$ cat src/rtl/seg_mux_driver.sv
// -----------------------------------------------------------------------------
// seg_mux_driver
//   Time-multiplexed N-digit hex driver for a common-anode 7-segment display.
//   A value is captured into a staging register on load_i and copied to the
//   displayed (shadow) register only at the end of a full scan, so a digit
//   never shows a mix of old and new values within one frame. Each digit slot
//   begins with a short all-anodes-off interval to suppress ghosting.
//
// Ports
//   clk         system clock
//   reset       asynchronous, active-high reset
//   digits_i    hex value, nibble k drives digit k (digit 0 least significant)
//   load_i      capture strobe for digits_i
//   digit_en_i  per-digit enable, 0 keeps that digit dark
//   SegDisp     segments {g,f,e,d,c,b,a}, active-low, registered
//   DigitSel    anode enables, active-low, one-cold, registered
//   frame_done  one-clock pulse during the last clock of each full scan
// -----------------------------------------------------------------------------
module seg_mux_driver #(
  parameter int NUM_DIGITS   = 2,
  parameter int REFRESH_DIV  = 24000,
  parameter int BLANK_CYCLES = 240,
  parameter int LZ_BLANK     = 1
) (
  input  logic                    clk,
  input  logic                    reset,
  input  logic [4*NUM_DIGITS-1:0] digits_i,
  input  logic                    load_i,
  input  logic [NUM_DIGITS-1:0]   digit_en_i,
  output logic [6:0]              SegDisp,
  output logic [NUM_DIGITS-1:0]   DigitSel,
  output logic                    frame_done
);

  localparam int CNT_W = (REFRESH_DIV > 1) ? $clog2(REFRESH_DIV) : 1;
  localparam int IDX_W = (NUM_DIGITS > 1) ? $clog2(NUM_DIGITS) : 1;

  localparam logic [CNT_W-1:0] LAST_CNT   = CNT_W'(REFRESH_DIV - 1);
  localparam logic [CNT_W-1:0] LAST_BLANK = CNT_W'(BLANK_CYCLES - 1);
  localparam logic [IDX_W-1:0] LAST_IDX   = IDX_W'(NUM_DIGITS - 1);

  typedef enum logic {
    ST_BLANK = 1'b0,
    ST_ON    = 1'b1
  } state_t;

  // Hex to active-low {g,f,e,d,c,b,a}
  function automatic logic [6:0] seg_decode(input logic [3:0] nib);
    logic [6:0] s;
    case (nib)
      4'h0: s = 7'h40;
      4'h1: s = 7'h79;
      4'h2: s = 7'h24;
      4'h3: s = 7'h30;
      4'h4: s = 7'h19;
      4'h5: s = 7'h12;
      4'h6: s = 7'h02;
      4'h7: s = 7'h78;
      4'h8: s = 7'h00;
      4'h9: s = 7'h18;
      4'hA: s = 7'h08;
      4'hB: s = 7'h03;
      4'hC: s = 7'h46;
      4'hD: s = 7'h21;
      4'hE: s = 7'h06;
      default: s = 7'h0E;
    endcase
    return s;
  endfunction

  // Scan state
  state_t                  state_q, state_d;
  logic [CNT_W-1:0]        cnt_q, cnt_d;
  logic [IDX_W-1:0]        idx_q, idx_d;
  logic                    slot_end, frame_end;

  // Value path
  logic [4*NUM_DIGITS-1:0] staging_q, staging_d;
  logic [4*NUM_DIGITS-1:0] shadow_q, shadow_d;
  logic                    pending_q, pending_d;

  // Output registers
  logic [6:0]              seg_q, seg_d;
  logic [NUM_DIGITS-1:0]   sel_q, sel_d;
  logic                    fd_q, fd_d;

  logic [NUM_DIGITS-1:0]   lead_dark;
  logic                    any_nz;

  // ---------------------------------------------------------------------------
  // Slot timing FSM: BLANK for the first BLANK_CYCLES clocks of a slot, then ON
  // until the slot counter wraps, at which point the digit index advances.
  // ---------------------------------------------------------------------------
  always_comb begin
    state_d   = state_q;
    cnt_d     = cnt_q + 1'b1;
    idx_d     = idx_q;
    slot_end  = (cnt_q == LAST_CNT);
    frame_end = slot_end && (idx_q == LAST_IDX);

    case (state_q)
      ST_BLANK: if (cnt_q == LAST_BLANK) state_d = ST_ON;
      ST_ON:    if (slot_end)            state_d = ST_BLANK;
      default:                           state_d = ST_BLANK;
    endcase

    if (slot_end) begin
      cnt_d = '0;
      idx_d = (idx_q == LAST_IDX) ? '0 : idx_q + 1'b1;
    end
  end

  // ---------------------------------------------------------------------------
  // Load / commit. A load on the frame-ending edge bypasses staging so the new
  // value is shown from the very next frame and nothing is left pending.
  // ---------------------------------------------------------------------------
  always_comb begin
    staging_d = staging_q;
    shadow_d  = shadow_q;
    pending_d = pending_q;

    if (load_i) begin
      staging_d = digits_i;
      pending_d = 1'b1;
    end

    if (frame_end) begin
      if (load_i) begin
        shadow_d  = digits_i;
        pending_d = 1'b0;
      end else if (pending_q) begin
        shadow_d  = staging_q;
        pending_d = 1'b0;
      end
    end
  end

  // ---------------------------------------------------------------------------
  // Leading-zero mask, scanned from the most significant digit downward.
  // Digit 0 is never masked so a zero value still shows "0".
  // ---------------------------------------------------------------------------
  always_comb begin
    lead_dark = '0;
    any_nz    = 1'b0;
    for (int k = NUM_DIGITS - 1; k >= 1; k--) begin
      any_nz       = any_nz | (shadow_d[4*k +: 4] != 4'h0);
      lead_dark[k] = (LZ_BLANK != 0) && !any_nz;
    end
  end

  // ---------------------------------------------------------------------------
  // Output next-state. Outputs are computed from the next scan state so the
  // registered pins line up with the counter value of the same clock.
  // ---------------------------------------------------------------------------
  always_comb begin
    seg_d = 7'h7F;
    sel_d = '1;
    for (int k = 0; k < NUM_DIGITS; k++) begin
      if ((idx_d == IDX_W'(k)) && (state_d == ST_ON) &&
          digit_en_i[k] && !lead_dark[k]) begin
        seg_d    = seg_decode(shadow_d[4*k +: 4]);
        sel_d[k] = 1'b0;
      end
    end
    fd_d = (idx_d == LAST_IDX) && (cnt_d == LAST_CNT);
  end

  // ---------------------------------------------------------------------------
  // State registers
  // ---------------------------------------------------------------------------
  always_ff @(posedge clk or posedge reset) begin
    if (reset) begin
      state_q   <= ST_BLANK;
      cnt_q     <= '0;
      idx_q     <= '0;
      staging_q <= '0;
      shadow_q  <= '0;
      pending_q <= 1'b0;
      seg_q     <= 7'h7F;
      sel_q     <= '1;
      fd_q      <= 1'b0;
    end else begin
      state_q   <= state_d;
      cnt_q     <= cnt_d;
      idx_q     <= idx_d;
      staging_q <= staging_d;
      shadow_q  <= shadow_d;
      pending_q <= pending_d;
      seg_q     <= seg_d;
      sel_q     <= sel_d;
      fd_q      <= fd_d;
    end
  end

  assign SegDisp    = seg_q;
  assign DigitSel   = sel_q;
  assign frame_done = fd_q;

endmodule

$ cat config.mk
export PLATFORM = sky130hd
export DESIGN_NAME = seg_mux_driver
export DESIGN_NICKNAME = d
export VERILOG_FILES = /design/src/rtl/seg_mux_driver.sv
export SDC_FILE = /design/constraint.sdc
export NUM_CORES = 1
export LEC_CHECK = 0
export BUFFER_PORTS_ARGS = -buffer_cell sky130_fd_sc_hd__buf_2
export CORE_MARGIN = 2
export CORE_UTILIZATION = 50
export CTS_CLUSTER_DIAMETER = 80
export DETAILED_ROUTE_END_ITERATION = 12
export GPL_ROUTABILITY_DRIVEN = 0
export MAX_ROUTING_LAYER = met4
export PLACE_DENSITY_LB_ADDON = 0.25
export SLEW_MARGIN = 20
export SYNTH_ARGS = -nofsm -noshare
export SYNTH_HDL_FRONTEND = slang
export SYNTH_SLANG_ARGS = --single-unit
$ cat constraint.sdc
create_clock -name clk -period 3.25 [get_ports clk]
set_clock_uncertainty 0.05 [all_clocks]
set_input_delay 0.1625 -clock clk [delete_from_list [all_inputs] [get_ports clk]]
set_output_delay 0.1625 -clock clk [all_outputs]
set_load 0.02 [all_outputs]
==> results of run 1 <==
area by class of cell:
cell class	count	area [um2]	share of cell area, %
tap	70	87.58	3.020
sequential	44	1112	38.35
inverter	16	67.56	2.330
timing repair buffer	36	217.7	7.506
clock inverter	1	3.754	0.1294
clock buffer	7	76.32	2.632
multi-input combinational	178	1335	46.03
routing by layer:
layer  track usage, %  up-vias  wire length, um
li1                 -      971                -
met1            27.07      945             2303
met2            35.27       55             2626
met3            3.175       15              191
met4            7.992        0              143
met5                -        -                0
through the flow:
stage / total power, mW / setup slack (ns) / utilization [%] / instances / hold WS (ns)
2_1_floorplan: 0.5937 / 0.03580 / - / 246 / 0.2530
3_3_place_gp: 0.6109 / 0.2842 / 55.77 / 342 / 0.2742
3_5_place_dp: 0.6116 / 0.1947 / 55.77 / 342 / 0.2789
4_1_cts: 0.9421 / 0.1586 / 57.57 / 351 / 0.06482
5_1_grt: 0.9750 / 0.05367 / 57.89 / 352 / 0.07673
6_report: 0.9304 / 0.3027 / 57.89 / 352 / 0.07133
registers in the layout (all words and copies together) (netlist names):
name	flops
idx_q	1
state_q	1
pending_q	1
DigitSel	2
staging_q	8
shadow_q	8
frame_done	1
cnt_q	15
SegDisp	7
cells by family (layout without fill, tap and decap cells):
| kind of cell | count (synthesis) | in the layout | share of synthesized area, % |
|---|---|---|---|
| xor+xnor | 8 | 8 | 2.741 |
| compound gates | 55 | 55 | 17.87 |
| buf+inv | 24 | 60 | 4.601 |
| flops | 44 | 44 | 43.51 |
| mux | 17 | 17 | 7.098 |
| simple gates | 85 | 85 | 17.82 |
| fa+ha+maj | 13 | 13 | 6.363 |
cell usage in the layout (no fill, tap or decap), types with 9 or more instances in the layout:
cell     count
dfstp_2      9
nand2_1     18
buf_4       13
dfrtp_1     35
nand3_1      9
o22ai_1      9
o21ai_0      9
mux2_2       9
nor2_1      18
ha_1        12
inv_1       11
buf_2       22
power breakdown:
part | switching, mW | internal, mW | leakage (nW) | total [mW]
Sequential | 0.00538 | 0.558 | 0.541 | 0.563
Clock | 0.180 | 0.150 | 0.0399 | 0.330
Combinational | 0.0218 | 0.0160 | 0.676 | 0.0377
Total | 0.207 | 0.723 | 1.26 | 0.930
final timing paths:
| path | to | slack (ns) |
|---|---|---|
| max | SegDisp[0] | 0.30 |
| min | staging_q[2] | 0.07 |
| max reg2reg | SegDisp[0] | 0.30 |
| min reg2reg | staging_q[0] | 0.47 |
| max in group asynchronous | shadow_q[7] | 2.29 |
| min in group asynchronous | cnt_q[2] | 0.49 |
timing repair:
item                       4_1_cts  5_1_grt
setup endpoints to repair        0        7
gates resized for setup          0        3
hold endpoints to repair        35        0
setup buffers                    0        1
hold buffers                     1        0
==> parameters.txt, run 1 <==
Parameter                              Value

Outcome
  Status ... finished clean

Synth
  Post-synth EDFFs ... 0
  Most area-hungry cell type in the Yosys netlist ... dfrtp_1
  Fraction of synthesized cell area taken by the top area cell type ... 34.26%
  Synth unique cells ... 56
  Share of flip-flops with an asynchronous set or reset after synthesis ... 100.0%
  Top cells by instance count after synthesis ... dfrtp_1 (35), nand2_1 (18), nor2_1 (18), ha_1 (13), inv_1 (12)
  Synthesized net count ... 272
  Number of standard cells after synthesis ... 246
  Most used flip-flop cell after synthesis ... dfrtp_1
  Most numerous cell in the Yosys netlist ... dfrtp_1
  Seq/Total Area, Yosys ... 43.51%
  Seq cells post-synth ... 44
  Top cells by area, synth ... dfrtp_1 (34%), dfstp_2 (9.3%), ha_1 (6.4%), mux2_2 (4.0%), mux2i_1 (3.1%)
  Post-Syn Area ... 0.002556 mm2
  Synth warnings ... 0
  Average cell area after synthesis ... 10.39 um2

Floorplan
  Initial cell density of the core ... 51.02%
  Die height ... 75.50 um
  Count of boundary I/O pins ... 23
  Full die area ... 0.005700 mm2
  Standard cell core area ... 0.005010 mm2
  Row Count ... 26
  Width of the chip ... 75.50 um

STA
  Maximum clock frequency ... 339.3 MHz
  Aggregate negative setup slack ... 0 ns
  Total count of hold-check failures in the final report ... 0
  Slew at the pin closest to its max-slew limit ... 0.5476 ns
  Headroom to the max-slew limit ... 63.49%
  Final setup violation count ... 0
  Pins Over Slew Limit ... 0
  Final critical path time including I/O delays and setup ... 2.947 ns
  RSZ-0062 raised after global routing ... false
  Ratio of final minimum period to clock period ... 90.69%

GRT
  Global-route wire length before repair ... 8997 um
  Vias in the first global route ... 1881
  GRT Overall Usage ... 21.52%
  Maximum number of pins on one net before global-route repair ... 45
  Antenna violations before repair ... 0
  Overflow after GRT ... 0

Worst setup path
  Max incr delay on CP ... 0.44 ns
  Reg2reg start ... cnt_q[0]
  Largest fanout on the critical path ... 8
  Classification of the worst setup path ... reg2reg
  Number of buffer and inverter instances along the worst setup path ... 3
  Data required time of the critical path ... 3.42 ns
  Cell breakdown of the critical path ... ha_1 -> and4_1 -> and4_4 -> ha_2 -> nand2_2 -> o22ai_1 -> a21oi_1 -> inv_1 -> ha_1 -> inv_1 -> o311ai_4 -> buf_4 -> a2111oi_2 -> a21oi_1
  Worst Reg-to-Reg Cells ... 14
  Kind of end point of the critical path ... register
  Critical Path Slowest Stage Cell ... dfrtp_1
  Worst setup path startpoint ... cnt_q[0]
  Arrival time of the worst setup path ... 3.11 ns
  Critical path startpoint category ... register
  Depth of the critical timing path with buffers and inverters included ... 14
  Critical path's top delay family ... compound AO/OA/AOI/OAI gates

Place
  Number of buffer cells added on primary ports ... 22
  Half-perimeter wire length after detailed placement ... 3905 um
  Placed Instance Area ... 0.002794 mm2

Route
  Iter 0 DRT Violations ... 131
  Antenna Violating Nets Remaining ... 0
  Length of the first detailed-routing pass in iterations ... 4
  Total wire length after detailed routing ... 5265 um
  DRC viols ... 0
  Via Count ... 1986
  DR vias/cell ... 5.642
  Post-DR wirelength/cell ... 14.96 um

Final layout
  Area overhead of the layout relative to synthesis ... 13.46%
  Antenna diode count ... 0
  Finished Cell Area ... 0.002900 mm2
  Final-layout fill cell count ... 468
  Number of nets in the layout ... 307
  Share of final-layout standard cells stronger than drive strength 1 ... 26.60%

Clocking
  Clock-pin slew on the worst setup and hold paths ... 0.08 ns
  Total number of H-tree levels ... 2
  Root buffer cell ... clkbuf_8
  CTS tree ... done
  Number of clock buffers inserted by TritonCTS ... 5
  Maximum buffer depth of the clock tree ... 2
  Insertion delay to the later sink of the worst-skew pair ... 0.29 ns
  Clk sinks ... 44

Hold path
  Startpoint of the lowest-slack hold path ... digits_i[2]
  Classification of the worst-slack hold path ... in2reg
  Hold path cells ... 2

Pwr
  Static power due to leakage ... 1.256 nW
  Peak ir drop on the vdd network ... 0.1887 mV
  Power Dens Cells ... 320.8 mW/mm2

Job
  Number of maximum-capacitance violations ... 0
Note: power is estimated with default switching activity, not from simulation.
==> run 2: changes to the inputs <==
GPL_TIMING_DRIVEN = 0   (was not set)
clock period = 2.9 ns   (was 3.25 ns; I/O delays follow)
==> run 2 against run 1 <==
Non-clock buffer count increased by 15. Sequential cell count unchanged. Setup slack got worse by 0.23 ns. Sequential share of layout area decreased by 4.1 points. Global-route usage decreased by 0.82 points. Utilization increased by 6.9 points. Critical path type unchanged.
==> parameters.txt, run 2 (synthesized netlist as in run 1, its figures left out) <==
Parameter                              Value

Final layout
  Most frequent standard cell in the layout excluding fill and tap cells ... dfrtp_1
  Antenna diode count ... 0
  Biggest regs ... cnt_q x15, shadow_q x8, staging_q x8
  Post-route core utilization ... 64.76%
  Top reg by flops ... cnt_q
  Commonest cells after routing, fill and taps aside ... dfrtp_1 (35), buf_2 (26), buf_4 (19)
  Share of final-layout standard cells stronger than drive strength 1 ... 39.06%
  Number of nets in the layout ... 322
  Number of flip-flops under the largest register name ... 15
  Final-layout fill cell count ... 410
  Area overhead of the layout relative to synthesis ... 26.92%

Route
  Iter 0 DRT Violations ... 116
  DRC viols ... 0
  Met1 Routed Length ... 2382 um
  Highest metal layer used by the detailed router ... met4
  Via Count ... 2100
  Total wire length after detailed routing ... 5680 um
  Post-DR wirelength/cell ... 15.48 um
  Metal2 WL ... 3090 um
  Antenna Violating Nets Remaining ... 0
  Length of routed met3 wiring ... 170 um
  DR vias/cell ... 5.722
  Length of the first detailed-routing pass in iterations ... 4

Pwr
  Overall power after layout ... 1.155 mW
  Power Dens Cells ... 356.1 mW/mm2
  Static power due to leakage ... 1.386 nW
  Peak ir drop on the vdd network ... 0.2896 mV

Worst setup path
  Critical path startpoint category ... register
  Classification of the worst setup path ... reg2reg
  Largest fanout on the critical path ... 7
  Arrival time of the worst setup path ... 2.99 ns
  Data required time of the critical path ... 3.06 ns
  Kind of end point of the critical path ... register

GRT
  Antenna violations before repair ... 0
  GRT Overall Usage ... 20.70%
  Global-route wire length before repair ... 8756 um
  Maximum number of pins on one net before global-route repair ... 37
  Overflow after GRT ... 0
  Vias in the first global route ... 1964

Clocking
  Maximum buffer depth of the clock tree ... 2
  Number of clock buffers inserted by TritonCTS ... 5
  Clk sinks ... 44
  Insertion delay to the later sink of the worst-skew pair ... 0.29 ns
  Root buffer cell ... clkbuf_8
  Clock-pin slew on the worst setup and hold paths ... 0.09 ns
  Total number of H-tree levels ... 2
  CTS tree ... done

STA
  Total count of hold-check failures in the final report ... 0
  Aggregate negative setup slack ... 0 ns
  Headroom to the max-slew limit ... 73.25%
  Slew at the pin closest to its max-slew limit ... 0.3983 ns
  Ratio of final minimum period to clock period ... 97.59%
  Final critical path time including I/O delays and setup ... 2.830 ns
  Pins Over Slew Limit ... 0
  Maximum clock frequency ... 353.3 MHz
  Final setup violation count ... 0

Outcome
  Status ... finished clean

Job
  Number of maximum-capacitance violations ... 0

Floorplan
  Die height ... 75.50 um
  Standard cell core area ... 0.005010 mm2
  Initial cell density of the core ... 51.02%
  Full die area ... 0.005700 mm2
  Width of the chip ... 75.50 um
  Count of boundary I/O pins ... 23
  Row Count ... 26

Place
  Half-perimeter wire length after detailed placement ... 3768 um
  Number of buffer cells added on primary ports ... 22

Hold path
  Classification of the worst-slack hold path ... in2reg
==> run 2: changes by cell type in the layout (fill, tap and decap cells not counted), moves of 2 or more <==
cell | before | now
a21oi_1 | 8 | 6
a21oi_2 | 0 | 2
buf_2 | 22 | 26
buf_4 | 13 | 19
buf_8 | 0 | 2
clkbuf_1 | 2 | 0
clkinv_1 | 2 | 0
ha_1 | 12 | 6
ha_4 | 0 | 5
inv_1 | 11 | 7
inv_2 | 3 | 7
nand2_4 | 0 | 2
o22ai_1 | 9 | 5
o22ai_2 | 0 | 3
==> run 2: path summary, 6_finish.rpt <==
| path | from | to | slack, ns | cells past startpoint |
|---|---|---|---|---|
| setup / recovery | cnt_q[0] | SegDisp[0] | 0.07 | 13 |
| hold / removal | digits_i[3] | staging_q[3] | 0.05 | 2 |
| setup reg to reg | cnt_q[0] | SegDisp[0] | 0.07 | 13 |
| hold reg to reg | staging_q[0] | staging_q[0] | 0.46 | 1 |
| max in group asynchronous | reset | SegDisp[2] | 2.03 | 4 |
| min in group asynchronous | reset | cnt_q[5] | 0.25 | 3 |
==> run 2: critical path, stage by stage (launching register included) <==
cell and delay, ns:
dfrtp_1 0.42, ha_4 0.18, and4_4 0.20, and4_4 0.19
buf_8 0.13, ha_4 0.18, buf_8 0.14, o22ai_2 0.18
a21oi_2 0.07, buf_4 0.17, ha_1 0.25, and3_1 0.19
a2111oi_4 0.32, a21oi_1 0.08
==> run 2: per-stage QoR <==
stage,setup slack [ns],instances,cell area [um2],hold slack [ns]
final,0.06988,367,3244,0.05002
after global routing,-0.04136,367,3244,0.03679
after CTS,0.004723,355,3025,0.03764
after detailed placement,-0.3018,339,2818,0.02617
after global placement,-0.2953,338,2798,0.3475
after floorplan,0.02510,246,2600,0.2355
==> run 2: layer usage <==
layer / up-vias / track usage [%]
met4: 0 / 5.458
li1: 999 / -
met2: 40 / 36.43
met3: 4 / 4.233
met1: 1057 / 24.07
met5: - / -
==> run 2: area by class of cell <==
class / instances / area (um2) / area share (%)
well taps: 70 / 87.58 / 2.700
repair buffers: 43 / 304.0 / 9.371
multi-input cells: 178 / 1490 / 45.93
flip-flops and latches: 44 / 1112 / 34.28
inverters: 16 / 70.07 / 2.160
clock inverters: 3 / 46.29 / 1.427
clock buffers: 5 / 68.82 / 2.121
plain buffers: 8 / 65.06 / 2.005
==> run 2: where the power goes <==
group	internal, mW	switching, mW	leakage (nW)	total, mW
combinational	0.0211	0.0266	0.791	0.0477
clock	0.260	0.218	0.0548	0.477
sequential	0.625	0.00533	0.541	0.630
==> run 2: repair_timing <==
action,4_1_cts,5_1_grt
resized for setup,10,24
gates cloned,0,1
endpoints found under the setup margin,8,7
setup buffers,7,11
hold endpoints to repair,35,0
hold buffers,1,0
pin swaps,2,6
==> run 3: changes to the inputs <==
RECOVER_POWER = 50   (was not set)
==> run 3 against run 2 <==
The flow now finishes with violations (capacitance limit, slew limit). Setup slack gained 0.00065 ns. Register-to-register slack barely moved. Utilization down 0.15 points.
==> parameters.txt, run 3 (synthesized netlist as in run 1, its figures left out) <==
Parameter                              Value

Outcome
  Status ... finished, violations left
  Failing checks ... capacitance limit, slew limit

Worst setup path
  Max incr delay on CP ... 0.42 ns
  Largest fanout on the critical path ... 7
  Critical Path Slowest Stage Cell ... dfrtp_1
  Critical path startpoint category ... register
  Classification of the worst setup path ... reg2reg
  Data required time of the critical path ... 3.06 ns
  Cell breakdown of the critical path ... ha_4 -> and4_4 -> and4_4 -> buf_8 -> ha_4 -> buf_8 -> o22ai_2 -> a21oi_2 -> buf_4 -> ha_1 -> and3_1 -> a2111oi_4 -> a21oi_1
  Register-to-register path setup slack ... 0.07 ns
  Kind of end point of the critical path ... register
  Critical path's top delay family ... compound AO/OA/AOI/OAI gates
  Number of buffer and inverter instances along the worst setup path ... 3
  Arrival time of the worst setup path ... 2.99 ns

Final layout
  Commonest cells after routing, fill and taps aside ... dfrtp_1 (35), buf_2 (26), buf_4 (19)
  Biggest regs ... cnt_q x15, shadow_q x8, staging_q x8
  Post-route core utilization ... 64.61%
  Number of flip-flops under the largest register name ... 15
  Share of final-layout standard cells stronger than drive strength 1 ... 38.38%
  Area of combinational cells with multiple inputs ... 0.001490 mm2
  Top reg by flops ... cnt_q
  Most frequent standard cell in the layout excluding fill and tap cells ... dfrtp_1
  Flip-flop and latch area ... 0.001112 mm2
  Area overhead of the layout relative to synthesis ... 26.63%
  Final-layout fill cell count ... 412
  Antenna diode count ... 0
  Number of nets in the layout ... 322

Clocking
  Number of clock buffers inserted by TritonCTS ... 5
  Clock-pin slew on the worst setup and hold paths ... 0.09 ns
  Maximum buffer depth of the clock tree ... 2
  CTS tree ... done
  Total number of H-tree levels ... 2
  Insertion delay to the later sink of the worst-skew pair ... 0.29 ns
  Clk sinks ... 44
  Root buffer cell ... clkbuf_8

GRT
  Global-route wire length before repair ... 8756 um
  Vias in the first global route ... 1964
  Antenna violations before repair ... 0
  GRT Overall Usage ... 20.70%
  Overflow after GRT ... 0
  Maximum number of pins on one net before global-route repair ... 37

Place
  Number of buffer cells added on primary ports ... 22
  Half-perimeter wire length after detailed placement ... 3768 um

Route
  DR vias/cell ... 5.722
  DRC viols ... 0
  Iter 0 DRT Violations ... 115
  Via Count ... 2100
  Length of the first detailed-routing pass in iterations ... 4
  Antenna Violating Nets Remaining ... 0
  Total wire length after detailed routing ... 5674 um
  Post-DR wirelength/cell ... 15.46 um

Floorplan
  Initial cell density of the core ... 51.02%
  Die height ... 75.50 um
  Count of boundary I/O pins ... 23
  Row Count ... 26
  Width of the chip ... 75.50 um
  Full die area ... 0.005700 mm2
  Standard cell core area ... 0.005010 mm2

STA
  Final setup violation count ... 0
  Min Hold Slack ... 0.04996 ns
  Ratio of final minimum period to clock period ... 97.57%
  Total count of hold-check failures in the final report ... 0
  Pins Over Slew Limit ... 37
  Headroom to the max-slew limit ... -3.994%
  Maximum clock frequency ... 353.4 MHz
  Slew at the pin closest to its max-slew limit ... 1.560 ns
  Final critical path time including I/O delays and setup ... 2.829 ns

Pwr
  Power Dens Cells ... 356.1 mW/mm2
  Peak ir drop on the vdd network ... 0.2895 mV
  Static power due to leakage ... 1.391 nW

Hold path
  Classification of the worst-slack hold path ... in2reg

Job
  Number of maximum-capacitance violations ... 1
-- run 3: worst register-to-register path: cells and delay by family, from the launching register on --
family          cells  cell delay, ns
compound gates      4            0.65
fa+ha+maj           3            0.62
simple gates        3            0.58
buf+inv             3            0.45
flops               1            0.42
-- run 3: metrics by stage --
step           instance area [um2]  setup slack, ns  setup TNS, ns  power (mW)  std cells
6_report                      3237          0.07054              0       1.153        367
5_1_grt                       3237         -0.04136        -0.1149       1.204        367
4_1_cts                       3025         0.004723              0       1.167        355
3_5_place_dp                  2818          -0.3018         -2.050      0.6879        339
3_3_place_gp                  2798          -0.2953         -1.810      0.6835        338
2_1_floorplan                 2600          0.02510              0      0.6656        246
-- run 3: where the power goes --
| part | leakage [nW] | internal (mW) | total (mW) | switching (mW) |
|---|---|---|---|---|
| sequential | 0.541 | 0.625 | 0.630 | 0.00533 |
| clock | 0.0548 | 0.260 | 0.477 | 0.218 |
| combinational | 0.796 | 0.0194 | 0.0454 | 0.0260 |
-- run 3: cell type report --
class / instances / area share [%]
timing repair buffer: 43 / 9.161
clock inverter: 3 / 1.430
tap: 70 / 2.706
buffer: 8 / 2.010
inverter: 16 / 2.165
multi-input combinational: 178 / 46.04
sequential: 44 / 34.36
clock buffer: 5 / 2.126
-- run 3: repair_timing --
item                       4_1_cts  5_1_grt
setup endpoints to repair        8        7
buffers inserted                 7       11
hold buffers                     1        0
pin swaps                        2        6
cloned                           0        1
gates resized for setup         10       24
hold endpoints to repair        35        0
-- run 3: per-layer routing --
| metal | track usage, % | wire, um |
|---|---|---|
| met1 | 24.07 | 2404 |
| met2 | 36.43 | 3068 |
| met3 | 4.233 | 163 |
| met4 | 5.458 | 38 |
| met5 | - | 0 |
-- run 3: worst paths after layout --
check | startpoint | to | cells after the start
setup reg to reg | cnt_q[0] | SegDisp[0] | 13
max in group asynchronous | reset | cnt_q[10] | 4
hold reg to reg | staging_q[0] | staging_q[0] | 1
min in group asynchronous | reset | cnt_q[5] | 3
setup / recovery | cnt_q[0] | SegDisp[0] | 13
hold / removal | digits_i[3] | staging_q[3] | 2
